$ cat config.mk
export PLATFORM = sky130hd
export DESIGN_NAME = arm_run_controller_flat
export DESIGN_NICKNAME = d
export VERILOG_FILES = /design/src/rtl/arm_sim_pkg.sv /design/src/rtl/arm_run_controller_if.sv /design/src/rtl/arm_sat_counter.sv /design/src/rtl/arm_run_controller.sv /design/src/flat_wrapper.sv
export SDC_FILE = /design/constraint.sdc
export NUM_CORES = 1
export LEC_CHECK = 0
export CELL_PAD_IN_SITES_DETAIL_PLACEMENT = 1
export CELL_PAD_IN_SITES_GLOBAL_PLACEMENT = 1
export CORE_AREA = 5 5 218 220
export CTS_BUF_LIST = sky130_fd_sc_hd__clkbuf_4
export CTS_CLUSTER_DIAMETER = 60
export DETAILED_ROUTE_END_ITERATION = 6
export DIE_AREA = 0 0 223 225
export PLACE_DENSITY_LB_ADDON = 0.15
export SYNTH_ARGS = -nofsm -noshare
export SYNTH_HDL_FRONTEND = slang
export SYNTH_SLANG_ARGS = --single-unit
$ cat constraint.sdc
create_clock -name CLOCK_50 -period 3.5 [get_ports CLOCK_50]
set_input_delay 0.35 -clock CLOCK_50 [delete_from_list [all_inputs] [get_ports CLOCK_50]]
set_output_delay 0.35 -clock CLOCK_50 [all_outputs]
set_load 0.02 [all_outputs]
$ cat src/rtl/arm_sim_pkg.sv
// Shared definitions for the ARM simulation/bring-up run controller.
// Holds the FSM state encoding and the stat-select slot that exposes last_pc.
package arm_sim_pkg;

  typedef enum logic [1:0] {
    ST_HOLD = 2'd0,
    ST_RUN  = 2'd1,
    ST_DONE = 2'd2
  } run_state_t;

  // The last_pc slot sits directly after the event-counter channels.
  function automatic int last_pc_slot(input int num_ch);
    return num_ch;
  endfunction

endpackage

$ cat src/rtl/arm_run_controller_if.sv
// Control/observation bundle between the bench (or board) and the run controller.
// master drives core observations and run controls; slave is the controller side.
interface arm_run_controller_if #(
  parameter int CNT_W  = 32,
  parameter int PC_W   = 32,
  parameter int NUM_CH = 4
);
  localparam int SEL_W = $clog2(NUM_CH + 1);

  logic              step_mode;
  logic              step_req;
  logic [PC_W-1:0]   pc;
  logic              pc_valid;
  logic [NUM_CH-1:0] evt;
  logic [SEL_W-1:0]  sel;
  logic              cpu_rst;
  logic              cpu_en;
  logic              done;
  logic              timeout;
  logic              halted;
  logic [CNT_W-1:0]  cycles;
  logic [CNT_W-1:0]  stat;

  modport master (
    output step_mode, step_req, pc, pc_valid, evt, sel,
    input  cpu_rst, cpu_en, done, timeout, halted, cycles, stat
  );

  modport slave (
    input  step_mode, step_req, pc, pc_valid, evt, sel,
    output cpu_rst, cpu_en, done, timeout, halted, cycles, stat
  );
endinterface

$ cat src/rtl/arm_sat_counter.sv
// Saturating up-counter with synchronous clear; used for per-channel event counts.
module arm_sat_counter #(
  parameter int W = 32
) (
  input  logic         clk,
  input  logic         clr,
  input  logic         en,
  output logic [W-1:0] count
);

  // NOTE: sequential state uses non-blocking assignments so every register
  // samples the pre-edge values, independent of block ordering.
  always_ff @(posedge clk) begin
    if (clr)
      count <= '0;
    else if (en && (count != '1))
      count <= count + 1'b1;
  end

endmodule

$ cat src/rtl/arm_run_controller.sv
// Cycle-exact run controller for the ARM core: stretched core reset, free-run or
// single-step enable, timeout, branch-to-self halt detection and event counters.
module arm_run_controller
  import arm_sim_pkg::*;
#(
  parameter int CNT_W       = 32,
  parameter int PC_W        = 32,
  parameter int RST_CYCLES  = 4,
  parameter int MAX_CYCLES  = 20,
  parameter int HALT_REPEAT = 3,
  parameter int NUM_CH      = 4
) (
  input  logic                 CLOCK_50,
  input  logic                 rst,
  arm_run_controller_if.slave  bus
);

  localparam int SEL_W  = $clog2(NUM_CH + 1);
  localparam int HOLD_W = $clog2(RST_CYCLES + 1);
  localparam int REP_W  = $clog2(HALT_REPEAT + 1);

  run_state_t        state;
  logic [HOLD_W-1:0] hold_cnt;
  logic [REP_W-1:0]  rep_cnt;
  logic [PC_W-1:0]   last_pc;
  logic              step_q;
  logic              cpu_rst_r, cpu_en_r, done_r, timeout_r, halted_r;
  logic [CNT_W-1:0]  cycles_r;
  logic [CNT_W-1:0]  ev_cnt [NUM_CH];

  logic              step_rise, run_en, hit_timeout, hit_halt;
  logic [CNT_W-1:0]  cycles_nxt;
  logic [REP_W-1:0]  rep_nxt;

  assign step_rise   = bus.step_req & ~step_q;
  assign run_en      = bus.step_mode ? step_rise : 1'b1;
  assign cycles_nxt  = cycles_r + 1'b1;
  assign hit_timeout = (cycles_nxt == CNT_W'(MAX_CYCLES));
  assign rep_nxt     = (bus.pc == last_pc) ? rep_cnt + 1'b1 : REP_W'(1);
  assign hit_halt    = bus.pc_valid && (rep_nxt == REP_W'(HALT_REPEAT));

  always_ff @(posedge CLOCK_50) begin
    if (rst) begin
      state     <= ST_HOLD;
      hold_cnt  <= '0;
      rep_cnt   <= '0;
      last_pc   <= '0;
      step_q    <= 1'b0;
      cpu_rst_r <= 1'b1;
      cpu_en_r  <= 1'b0;
      done_r    <= 1'b0;
      timeout_r <= 1'b0;
      halted_r  <= 1'b0;
      cycles_r  <= '0;
    end else begin
      step_q <= bus.step_req;
      unique case (state)
        ST_HOLD: begin
          hold_cnt <= hold_cnt + 1'b1;
          if (hold_cnt == HOLD_W'(RST_CYCLES - 1)) begin
            state     <= ST_RUN;
            cpu_rst_r <= 1'b0;
            cpu_en_r  <= run_en;
          end
        end
        ST_RUN: begin
          if (cpu_en_r) begin
            cycles_r <= cycles_nxt;
            if (bus.pc_valid) begin
              last_pc <= bus.pc;
              rep_cnt <= rep_nxt;
            end
            // Both terminations may land on the same edge; record each cause.
            if (hit_timeout || hit_halt) begin
              state     <= ST_DONE;
              cpu_en_r  <= 1'b0;
              done_r    <= 1'b1;
              timeout_r <= hit_timeout;
              halted_r  <= hit_halt;
            end else begin
              cpu_en_r <= run_en;
            end
          end else begin
            cpu_en_r <= run_en;
          end
        end
        ST_DONE: cpu_en_r <= 1'b0;
        default: state <= ST_HOLD;
      endcase
    end
  end

  for (genvar i = 0; i < NUM_CH; i++) begin : g_evt
    arm_sat_counter #(.W(CNT_W)) u_cnt (
      .clk   (CLOCK_50),
      .clr   (rst),
      .en    (bus.evt[i] & cpu_en_r),
      .count (ev_cnt[i])
    );
  end

  // NOTE: every variable written in always_comb gets a default first so no
  // path leaves it unassigned, which would infer a latch.
  always_comb begin
    bus.stat = '0;
    for (int i = 0; i < NUM_CH; i++)
      if (bus.sel == SEL_W'(i)) bus.stat = ev_cnt[i];
    if (bus.sel == SEL_W'(last_pc_slot(NUM_CH)))
      bus.stat = CNT_W'(last_pc);
  end

  assign bus.cpu_rst = cpu_rst_r;
  assign bus.cpu_en  = cpu_en_r;
  assign bus.done    = done_r;
  assign bus.timeout = timeout_r;
  assign bus.halted  = halted_r;
  assign bus.cycles  = cycles_r;

endmodule

$ cat src/flat_wrapper.sv
// flat-port wrapper written by rule: the top's interface ports become plain ports
module arm_run_controller_flat import arm_sim_pkg::*;
#(
  parameter int CNT_W       = 32,
  parameter int PC_W        = 32,
  parameter int RST_CYCLES  = 4,
  parameter int MAX_CYCLES  = 20,
  parameter int HALT_REPEAT = 3,
  parameter int NUM_CH      = 4
)
  (CLOCK_50, rst, bus_step_mode, bus_step_req, bus_pc, bus_pc_valid, bus_evt, bus_sel, bus_cpu_rst, bus_cpu_en, bus_done, bus_timeout, bus_halted, bus_cycles, bus_stat);
  arm_run_controller_if #(.CNT_W(CNT_W), .PC_W(PC_W), .NUM_CH(NUM_CH)) bus_i ();
  input  logic CLOCK_50;
  input  logic rst;
  input wire logic [$bits(bus_i.step_mode)-1:0] bus_step_mode;
  input wire logic [$bits(bus_i.step_req)-1:0] bus_step_req;
  input wire logic [$bits(bus_i.pc)-1:0] bus_pc;
  input wire logic [$bits(bus_i.pc_valid)-1:0] bus_pc_valid;
  input wire logic [$bits(bus_i.evt)-1:0] bus_evt;
  input wire logic [$bits(bus_i.sel)-1:0] bus_sel;
  output wire logic [$bits(bus_i.cpu_rst)-1:0] bus_cpu_rst;
  output wire logic [$bits(bus_i.cpu_en)-1:0] bus_cpu_en;
  output wire logic [$bits(bus_i.done)-1:0] bus_done;
  output wire logic [$bits(bus_i.timeout)-1:0] bus_timeout;
  output wire logic [$bits(bus_i.halted)-1:0] bus_halted;
  output wire logic [$bits(bus_i.cycles)-1:0] bus_cycles;
  output wire logic [$bits(bus_i.stat)-1:0] bus_stat;
  assign bus_i.step_mode = bus_step_mode;
  assign bus_i.step_req = bus_step_req;
  assign bus_i.pc = bus_pc;
  assign bus_i.pc_valid = bus_pc_valid;
  assign bus_i.evt = bus_evt;
  assign bus_i.sel = bus_sel;
  assign bus_cpu_rst = bus_i.cpu_rst;
  assign bus_cpu_en = bus_i.cpu_en;
  assign bus_done = bus_i.done;
  assign bus_timeout = bus_i.timeout;
  assign bus_halted = bus_i.halted;
  assign bus_cycles = bus_i.cycles;
  assign bus_stat = bus_i.stat;
  arm_run_controller #(.CNT_W(CNT_W), .PC_W(PC_W), .RST_CYCLES(RST_CYCLES), .MAX_CYCLES(MAX_CYCLES), .HALT_REPEAT(HALT_REPEAT), .NUM_CH(NUM_CH)) u_core (.CLOCK_50(CLOCK_50), .rst(rst), .bus(bus_i));
endmodule
==> impl_metrics.tcl, run 1 <==
set metrics [dict create \
    viasPerCell 4.860 \
    final.setup_skew_ns 0.06018 \
    grt_pass1_wl_um 63110 \
    clockRootBuffer "clkbuf_4" \
    area_delta_synth_final_pct 23.43 \
    clock_latency_ns 0.78 \
    vias 10490 \
    critPathCaptureType "flip-flop" \
    vdd_ir_drop_max_uv 242.4 \
    routedWlPerCell_um 19.22 \
    period_share_pct 84.76 \
    endpoint "u_core.state[1]$_SDFFE_PP0P_" \
    critical-path-top-delay-family "simple AND/OR/NAND/NOR gates" \
    synth_top_area_cell "dfxtp_1" \
    syn-mean-instance-area_um2 8.065 \
    synth_seq_cells 205 \
    cp_cell_sequence "ha_1 -> nand3_1 -> nor3_1 -> nand4_1 -> mux2i_1 -> nor4_1 -> nand4_2 -> a221oi_1 -> mux2i_1" \
    synth_top_area_share_pct 36.85 \
    initial_utilization_pct 24.70 \
    hpwl_um 31030 \
    htreeDepth 3 \
    num_rows 78 \
    seq_area_frac_synth_pct 36.85 \
    fill_cells 5421 \
    syn-num-nets 1437 \
    syn-cell-area_mm2 0.01114 \
    synth.area.top_cells "dfxtp_1 37%, xor2_1 8.5%, nor2_1 6.5%" \
    pre_cts_ws_ns 0.4347 \
    synth_fa_ha_area_share_pct 1.348 \
    crit_arrival_ns 3.65 \
    io_pins 113 \
    ant_nets 0 \
    grtUsageTotal_pct 16.09 \
    cts_buffers 69 \
    setup_tns_ns 0 \
    ys.flop_type "dfxtp_1" \
    worstRegToRegCells 9 \
    finalSetupViolations 0 \
    nets 1566 \
    period_minus_slack_ns 2.967 \
    crit_type "reg -> reg" \
    cts_buffer_depth 3 \
    die-width_um 223 \
    multiInputGateArea_mm2 0.006545 \
    overflow 0 \
    synth_edf_count 0 \
    io_buffers 112 \
    syn_inst 1381 \
    rrSetupSlack_ns 0.53 \
    final_common_cell "dfxtp_1" \
    worstHoldPathType "in -> reg" \
    synth_xor_area_share_pct 13.53 \
    maxCapViolations 0 \
    synth_warnings 0 \
    fin_util_pct 30.49 \
    gp_congestion 0.8297 \
    core_mm2 0.04509 \
    drive_gt1_share_pct 10.80 \
    synth_compound_area_share_pct 11.38 \
    start_kind "flip-flop" \
    crit_buf_inv 0 \
    async_flop_share_pct 0 \
    slew_headroom_pct 48.68 \
    tritoncts "yes" \
    ctsHoldBuffers 1 \
    outcome "finished clean" \
    r2r-start "u_core.bus.cycles[0]$_SDFFE_PP0P_" \
    cts_setup_buffers 0 \
    dieArea_mm2 0.05018 \
    muxShareOfSynthArea_pct 4.651 \
    leakage_nw 4.710 \
    synthSimpleGateAreaFrac_pct 27.86 \
    worst_pin_slew_ns 0.7628 \
    max_stage_delay_ns 0.49 \
    final-seq-area_mm2 0.004104 \
    dr.pass1.iters 4 \
    slowest_stage "dfxtp_1" \
    setup_slack_ns 0.5334 \
    routed_wl_um 41490 \
    power_density_mw_per_mm2 401.2 \
    antenna_found_initial 2 \
    worstReg2RegEnd "u_core.state[1]$_SDFFE_PP0P_" \
    cts.clk_slew.worst_paths_ns 0.06 \
    crit_start "u_core.bus.cycles[0]$_SDFFE_PP0P_" \
    synth_top_family_by_area "simple AND/OR/NAND/NOR gates" \
    fp.dieH_um 225 \
    crit_top_cell "mux2i_1" \
    first_iter_violations 518 \
    ys_types 64 \
    worstSetupPathDepth 9 \
    route.detailed.drc 0 \
    grt_max_degree 142 \
    critical_path_required_ns 4.18 \
    grt_setup_unrepaired "false" \
    clock_sinks 205 \
    hold_violations 0 \
    cts_resized 0 \
    maxSlewViolCount 0 \
    grt_pass1_vias 10600 \
    cp_max_fo 8 \
    mostFrequentLayoutCells "205 x dfxtp_1, 194 x nor2_1, 142 x nand2_1, 110 x clkdlybuf4s50_1, 108 x xor2_1" \
    fmax_mhz 337.1 \
]
[cells by family (layout without fill, tap and decap cells)]
logic type / Yosys count / count (layout)
other cells: 0 / 2
mux: 43 / 43
xor+xnor: 172 / 172
buf+inv: 110 / 285
compound gates: 214 / 214
fa+ha+maj: 12 / 12
flops: 205 / 205
simple gates: 625 / 625
[metal layers]
| metal | vias to the layer above | track usage (%) | part of all wire [%] |
|---|---|---|---|
| met5 | - | 0 | 0 |
| met4 | 0 | 6.364 | 3.6 |
| met3 | 89 | 4.911 | 5.2 |
| met2 | 198 | 25.33 | 45 |
| met1 | 5080 | 20.69 | 46 |
| li1 | 5120 | - | - |
[power breakdown]
| part | total, W | internal [W] | switching, W |
|---|---|---|---|
| Clock | 0.00266 | 0.00147 | 0.00119 |
| Sequential | 0.00241 | 0.00237 | 0.0000389 |
| Combinational | 0.000447 | 0.000178 | 0.000270 |
[per-stage QoR]
| stage | cells | area [um^2] | power [W] | hold slack (ns) |
|---|---|---|---|---|
| finish | 2158 | 13750 | 0.005516 | 0.1475 |
| global route | 2158 | 13750 | 0.005815 | 0.08858 |
| CTS | 2156 | 13740 | 0.005661 | 0.04448 |
| detailed placement | 2038 | 12850 | 0.002913 | 0.4898 |
| global placement | 2038 | 12850 | 0.002909 | 0.4746 |
| floorplan | 1381 | 11140 | 0.002723 | 0.4458 |
[synth_stat cells, types with 2 or more instances]
library cell	number
clkbuf_1	61
and2_1	14
nor4_2	2
a211o_2	2
a211oi_1	3
and3_4	2
buf_1	6
ha_1	12
and2_2	2
or4_1	3
a21oi_1	97
a311oi_1	3
xnor2_1	64
a31o_2	2
inv_1	32
and4_1	21
a22oi_1	25
a31oi_1	3
nand3_1	60
mux2i_1	36
buf_6	3
nand4_2	2
nor2b_1	4
nand2b_1	4
or3_1	35
nand2_1	142
nor4_1	17
xor2_1	108
o21ai_0	41
o22ai_1	26
and3_1	29
buf_4	3
dfxtp_1	205
or2_2	4
clkbuf_8	3
nor2_1	194
nor3_1	26
nand4_1	53
mux4_2	7
[state kept, by name (all words and copies together) (netlist names)]
signal	count
u_core.last_pc	32
u_core.bus.timeout	1
u_core.g_evt.u_cnt.count	128
u_core.bus.cpu_en	1
u_core.bus.halted	1
u_core.hold_cnt	3
u_core.rep_cnt	2
u_core.bus.done	1
u_core.bus.cycles	32
u_core.bus.cpu_rst	1
u_core.step_q	1
u_core.state	2
[final cells by class]
cell class	instances	area share, %
Timing Repair Buffer	136	9.729
Inverter	32	0.8737
Tap cell	600	5.460
Sequential cell	205	29.85
Clock buffer	102	5.570
Clock inverter	15	0.8737
Multi-Input combinational cell	1066	47.61
Antenna cell	2	0.03640
[worst min-delay path, stage by stage]
cell and delay (ns):
clkdlybuf4s50_1 0.40, inv_1 0.07, nor2_1 0.04
[worst min-delay path by stage]
stage	from	endpoint	slack, ns	cells past startpoint
2_1_floorplan	u_core.rep_cnt[1]$_SDFFE_PP0P_	u_core.rep_cnt[1]$_SDFFE_PP0P_	0.45	1
3_3_place_gp	u_core.rep_cnt[1]$_SDFFE_PP0P_	u_core.rep_cnt[1]$_SDFFE_PP0P_	0.47	1
3_5_place_dp	u_core.rep_cnt[1]$_SDFFE_PP0P_	u_core.rep_cnt[1]$_SDFFE_PP0P_	0.49	1
4_1_cts	bus_step_req	u_core.step_q$_SDFF_PP0_	0.04	3
5_1_grt	bus_step_req	u_core.step_q$_SDFF_PP0_	0.09	3
6_report	bus_step_req	u_core.step_q$_SDFF_PP0_	0.15	3
Note: power is estimated with default switching activity, not from simulation.
==> run 2, diff against run 1 <==
clock period = 2.4 ns   (was 3.5 ns; I/O delays follow)
==> run 2 against run 1 <==
Effect of this change: the run now ends with negative setup slack left; combinational power increased by 68%; count of clock-buffer cells in the layout decreased by 6; first-iteration DRC count decreased by 3.5%; largest power group unchanged; routed wire length increased by 3.1%; global-route usage increased by 0.59 points; critical path depth unchanged.
==> impl_metrics.tcl, run 2 (synthesized netlist as in run 1, its figures left out) <==
set metrics [dict create \
    io_buffers 112 \
    clock_sinks 205 \
    cts.clk_slew.worst_paths_ns 0.06 \
    nets 1767 \
    fin_util_pct 34.37 \
    regMostFlops "u_core.g_evt.u_cnt.count" \
    routedWlPerCell_um 18.19 \
    placedInstanceArea_mm2 0.01442 \
    violations "negative setup slack" \
    fin_area_mm2 0.01550 \
    viasPerCell 4.761 \
    hpwl_um 32350 \
    antenna_found_initial 2 \
    num_rows 78 \
    fmax_mhz 399.3 \
    initial_utilization_pct 24.70 \
    critical_path_required_ns 3.04 \
    first_iter_violations 500 \
    maxCapViolations 0 \
    grt_max_degree 125 \
    vias 11190 \
    grtUsageTotal_pct 16.68 \
    gp_congestion 0.8574 \
    setup_slack_ns -0.1046 \
    io_pins 113 \
    crit_arrival_ns 3.15 \
    slew_headroom_pct 58.02 \
    routed_wl_um 42770 \
    overflow 0 \
    r2r-start "u_core.bus.cycles[1]$_SDFFE_PP0P_" \
    final.setup_skew_ns 0.05412 \
    die-width_um 223 \
    grt_setup_unrepaired "true" \
    final_common_cell "buf_4" \
    cts_buffers 67 \
    critPathCaptureType "flip-flop" \
    tritoncts "yes" \
    crit_start "u_core.bus.cycles[1]$_SDFFE_PP0P_" \
    route.detailed.drc 0 \
    drive_gt1_share_pct 26.70 \
    crit_type "reg -> reg" \
    grt_pass1_wl_um 66360 \
    dieArea_mm2 0.05018 \
    period_share_pct 104.4 \
    leakage_nw 5.898 \
    fp.dieH_um 225 \
    worst_pin_slew_ns 0.6298 \
    worstHoldPathType "in -> reg" \
    start_kind "flip-flop" \
    grt_pass1_vias 11660 \
    min-delay-start "bus_pc[5]" \
    cts_buffer_depth 3 \
    core_mm2 0.04509 \
    maxSlewViolCount 0 \
    clock_latency_ns 0.75 \
    vdd_ir_drop_max_uv 333.2 \
    dr.pass1.iters 5 \
    cp_max_fo 6 \
    power.total_w 0.007956 \
    hold_violations 0 \
    outcome "complete, but fails checks" \
    area_delta_synth_final_pct 39.13 \
    finalSetupViolations 3 \
    period_minus_slack_ns 2.505 \
    power_density_mw_per_mm2 513.4 \
    htreeDepth 3 \
    mostFrequentLayoutCells "217 x buf_4, 193 x nor2_1, 182 x dfxtp_1, 142 x nand2_1, 107 x xor2_1" \
    ant_nets 0 \
    largest_reg_flops 128 \
    clockRootBuffer "clkbuf_4" \
]
## run 2: worst paths after layout
check	to	depth (start not counted)	slack (ns)
worst max register to register	u_core.state[0]$_SDFFE_PP0P_	9	-0.10
worst min-delay path	u_core.last_pc[5]$_SDFFE_PP0P_	3	0.10
worst max-delay path	u_core.state[0]$_SDFFE_PP0P_	9	-0.10
worst min register to register	u_core.bus.timeout$_SDFFE_PP0P_	2	0.46
## run 2: power by group
group | leakage (nW) | switching [W] | internal (W)
clock | 0.488 | 0.00168 | 0.00202
sequential | 1.66 | 0.0000543 | 0.00345
combinational | 3.75 | 0.000432 | 0.000321
total | 5.90 | 0.00216 | 0.00580
## run 2: layer usage
metal | GRT usage [%] | wire length (um) | vias to the layer above
met2 | 27.24 | 19900 | 185
li1 | - | - | 5506
met4 | 5.909 | 1030 | 0
met3 | 3.074 | 1736 | 62
met5 | 0 | 0 | -
met1 | 22.17 | 20110 | 5441
## run 2: what timing repair did
action	CTS	global route
hold buffers	2	0
gates resized for setup	154	45
setup buffers	4	6
endpoints found under the hold margin	48	0
pin swaps	11	9
setup endpoints to repair	39	69
## run 2: worst max-delay path, stage by stage, from the launching register on
cell and delay [ns]:
dfxtp_4 0.36, buf_6 0.11, and4_4 0.16, and3_4 0.18, a211o_4 0.34, a2111o_1 0.37, nor4_2 0.17, nand4_2 0.20
a211o_1 0.32, a221oi_2 0.20
## run 2: layout make-up
cell class,instances,area [um^2]
fillers,5421,29590
multi-input cells,1066,6843
flip-flops and latches,205,4143
repair buffers,339,2815
well taps,600,750.7
clock buffers,96,720.7
inverters,32,120.1
clock inverters,11,98.84
diodes,2,5.005
## run 2: stage by stage
stage	setup slack, ns	instances	hold WS (ns)	setup TNS (ns)
global placement	-0.5228	2236	0.4508	-6.671
finish	-0.1046	2351	0.1006	-0.2475
global route	-0.2854	2350	0.06340	-0.8209
floorplan	-0.009226	1381	0.3691	-0.009226
CTS	-0.1443	2347	0.006630	-0.4129
detailed placement	-0.5643	2236	0.4592	-7.381
==> run 3, diff against run 2 <==
==> constraint.sdc (replaced) <==
create_clock -name CLOCK_50 -period 2.4 [get_ports CLOCK_50]
set_input_delay 0.6 -clock CLOCK_50 [delete_from_list [all_inputs] [get_ports CLOCK_50]]
set_output_delay 0.6 -clock CLOCK_50 [all_outputs]
set_load 0.02 [all_outputs]
==> run 3 against run 2 <==
Effect of this change: the run still ends with negative setup slack left; sequential power is essentially flat; count of clock-buffer cells in the layout grew 5; critical path depth is the same; sequential share of layout area shrank 1.7 points; die area is the same; clock skew shrank 0.0028 ns; cell count grew 2.8%; via count grew 3.2%; critical endpoint unchanged.
==> impl_metrics.tcl, run 3 (synthesized netlist as in run 1, its figures left out) <==
set metrics [dict create \
    outcome "complete, but fails checks" \
    violations "negative setup slack" \
    setup_slack_ns -0.1306 \
    holdPathEnd "u_core.bus.cycles[7]$_SDFFE_PP0P_" \
    gp_congestion 0.8458 \
    cp_cell_sequence "and4_4 -> and3_4 -> buf_4 -> a31oi_1 -> a2111o_1 -> nor4_4 -> nand4_2 -> a211o_1 -> a221oi_2" \
    grt_pass1_wl_um 69370 \
    leakage_nw 6.539 \
    io_buffers 112 \
    hold_violations 0 \
    critical_path_required_ns 3.05 \
    max_stage_delay_ns 0.41 \
    htreeDepth 3 \
    cts_buffer_depth 3 \
    grt_pass1_vias 11930 \
    mostFrequentLayoutCells "247 x buf_4, 173 x nor2_1, 142 x nand2_1, 132 x dfxtp_1, 108 x xor2_1" \
    fmax_mhz 395.2 \
    clock_latency_ns 0.74 \
    area_delta_synth_final_pct 52.22 \
    clockRootBuffer "clkbuf_4" \
    route.detailed.drc 0 \
    routed_wl_um 45330 \
    crit_buf_inv 1 \
    vias 11560 \
    initial_utilization_pct 24.70 \
    die-width_um 223 \
    routedWlPerCell_um 18.75 \
    min-delay-start "rst" \
    r2r-start "u_core.bus.cycles[3]$_SDFFE_PP0P_" \
    hpwl_um 34080 \
    crit_arrival_ns 3.18 \
    worstReg2RegEnd "u_core.state[0]$_SDFFE_PP0P_" \
    start_kind "flip-flop" \
    power.total_w 0.008075 \
    tritoncts "yes" \
    finalSetupViolations 20 \
    dr.pass1.iters 5 \
    io_pins 113 \
    nets 1827 \
    power_density_mw_per_mm2 476.3 \
    cp_max_fo 5 \
    maxSlewViolCount 0 \
    clock_sinks 205 \
    antenna_found_initial 2 \
    maxCapViolations 0 \
    worstHoldPathType "in -> reg" \
    slowest_stage "a2111o_1" \
    crit_type "reg -> reg" \
    fp.dieH_um 225 \
    core_mm2 0.04509 \
    first_iter_violations 532 \
    critPathCaptureType "flip-flop" \
    ctsHoldBuffers 0 \
    critical-path-top-delay-family "compound AO/OA/AOI/OAI gates" \
    num_rows 78 \
    dieArea_mm2 0.05018 \
    overflow 0 \
    worst_pin_slew_ns 0.6070 \
    regMostFlops "u_core.g_evt.u_cnt.count" \
    fin_util_pct 37.60 \
    cts.clk_slew.worst_paths_ns 0.07 \
    vdd_ir_drop_max_uv 454.0 \
    rrSetupSlack_ns -0.13 \
    grtUsageTotal_pct 17.53 \
    final_common_cell "buf_4" \
    largest_reg_flops 128 \
    slew_headroom_pct 59.53 \
    ant_nets 0 \
    final.setup_skew_ns 0.05128 \
    viasPerCell 4.780 \
    cts_buffers 68 \
    period_minus_slack_ns 2.531 \
    worstRegToRegCells 9 \
    hold_depth 2 \
    drive_gt1_share_pct 37.89 \
    holdWs_ns 0.1482 \
    period_share_pct 105.4 \
    grt_max_degree 69 \
    grt_setup_unrepaired "true" \
]
-- run 3: cell count changes in the layout (fill, tap and decap cells not counted), moves of 14 or more --
cell and delta:
dfxtp_1 -50, nor2_1 -20, buf_4 +30, o22ai_2 +20, a21oi_1 -14, a21oi_2 +14
clkdlybuf4s50_1 -38, dfxtp_2 +37, dlygate4sd2_1 +35, o22ai_1 -23, buf_6 +52
-- run 3: area by class of cell --
type	instances	area [um^2]
clock inverters	14	82.58
multi-input cells	1066	7488
repair buffers	398	3512
well taps	600	750.7
diodes	2	5.005
fillers	5354	28130
clock buffers	101	758.2
flip-flops and latches	205	4238
inverters	32	120.1
-- run 3: where the power goes --
group | total (W) | switching (W) | leakage (nW) | internal [W]
sequential | 0.00350 | 0.0000576 | 1.69 | 0.00344
combinational | 0.000868 | 0.000480 | 4.34 | 0.000388
clock | 0.00371 | 0.00170 | 0.503 | 0.00201
-- run 3: worst max-delay path by stage --
stage | startpoint | to | slack [ns] | depth (start not counted)
floorplan | u_core.bus.cycles[2]$_SDFFE_PP0P_ | u_core.state[0]$_SDFFE_PP0P_ | -0.01 | 10
global placement | bus_pc[5] | u_core.state[0]$_SDFFE_PP0P_ | -0.99 | 10
detailed placement | bus_pc[5] | u_core.state[0]$_SDFFE_PP0P_ | -1.02 | 10
CTS | u_core.bus.cycles[1]$_SDFFE_PP0P_ | u_core.state[0]$_SDFFE_PP0P_ | -0.22 | 8
global route | u_core.g_evt[0].u_cnt.count[24]$_SDFFE_PP0P_ | bus_stat[24] | -0.24 | 5
finish | u_core.bus.cycles[3]$_SDFFE_PP0P_ | u_core.state[0]$_SDFFE_PP0P_ | -0.13 | 9
-- run 3: routing by layer --
layer / track usage (%) / vias up / share of wire, %
li1: - / 5659 / -
met5: 0 / - / 0
met4: 5.198 / 0 / 2.5
met1: 22.99 / 5620 / 47
met3: 4.286 / 75 / 4.5
met2: 28.71 / 203 / 46
-- run 3: per-stage QoR --
step / instance area, um^2 / TNS (ns) / std cells / setup WS [ns]
final: 16960 / -0.9458 / 2418 / -0.1306
after global routing: 16960 / -4.830 / 2418 / -0.2361
after detailed placement: 14700 / -33.96 / 2252 / -1.015
after CTS: 16470 / -3.564 / 2398 / -0.2241
after floorplan: 11360 / -0.01201 / 1381 / -0.01201
after global placement: 14700 / -32.49 / 2252 / -0.9885
-- run 3: what timing repair did --
| action | CTS | global route |
|---|---|---|
| pin swaps | 45 | 50 |
| setup endpoints to repair | 83 | 83 |
| hold endpoints to repair | 0 | 0 |
| cloned | 1 | 1 |
| buffers inserted | 35 | 21 |
| gates resized for setup | 438 | 82 |
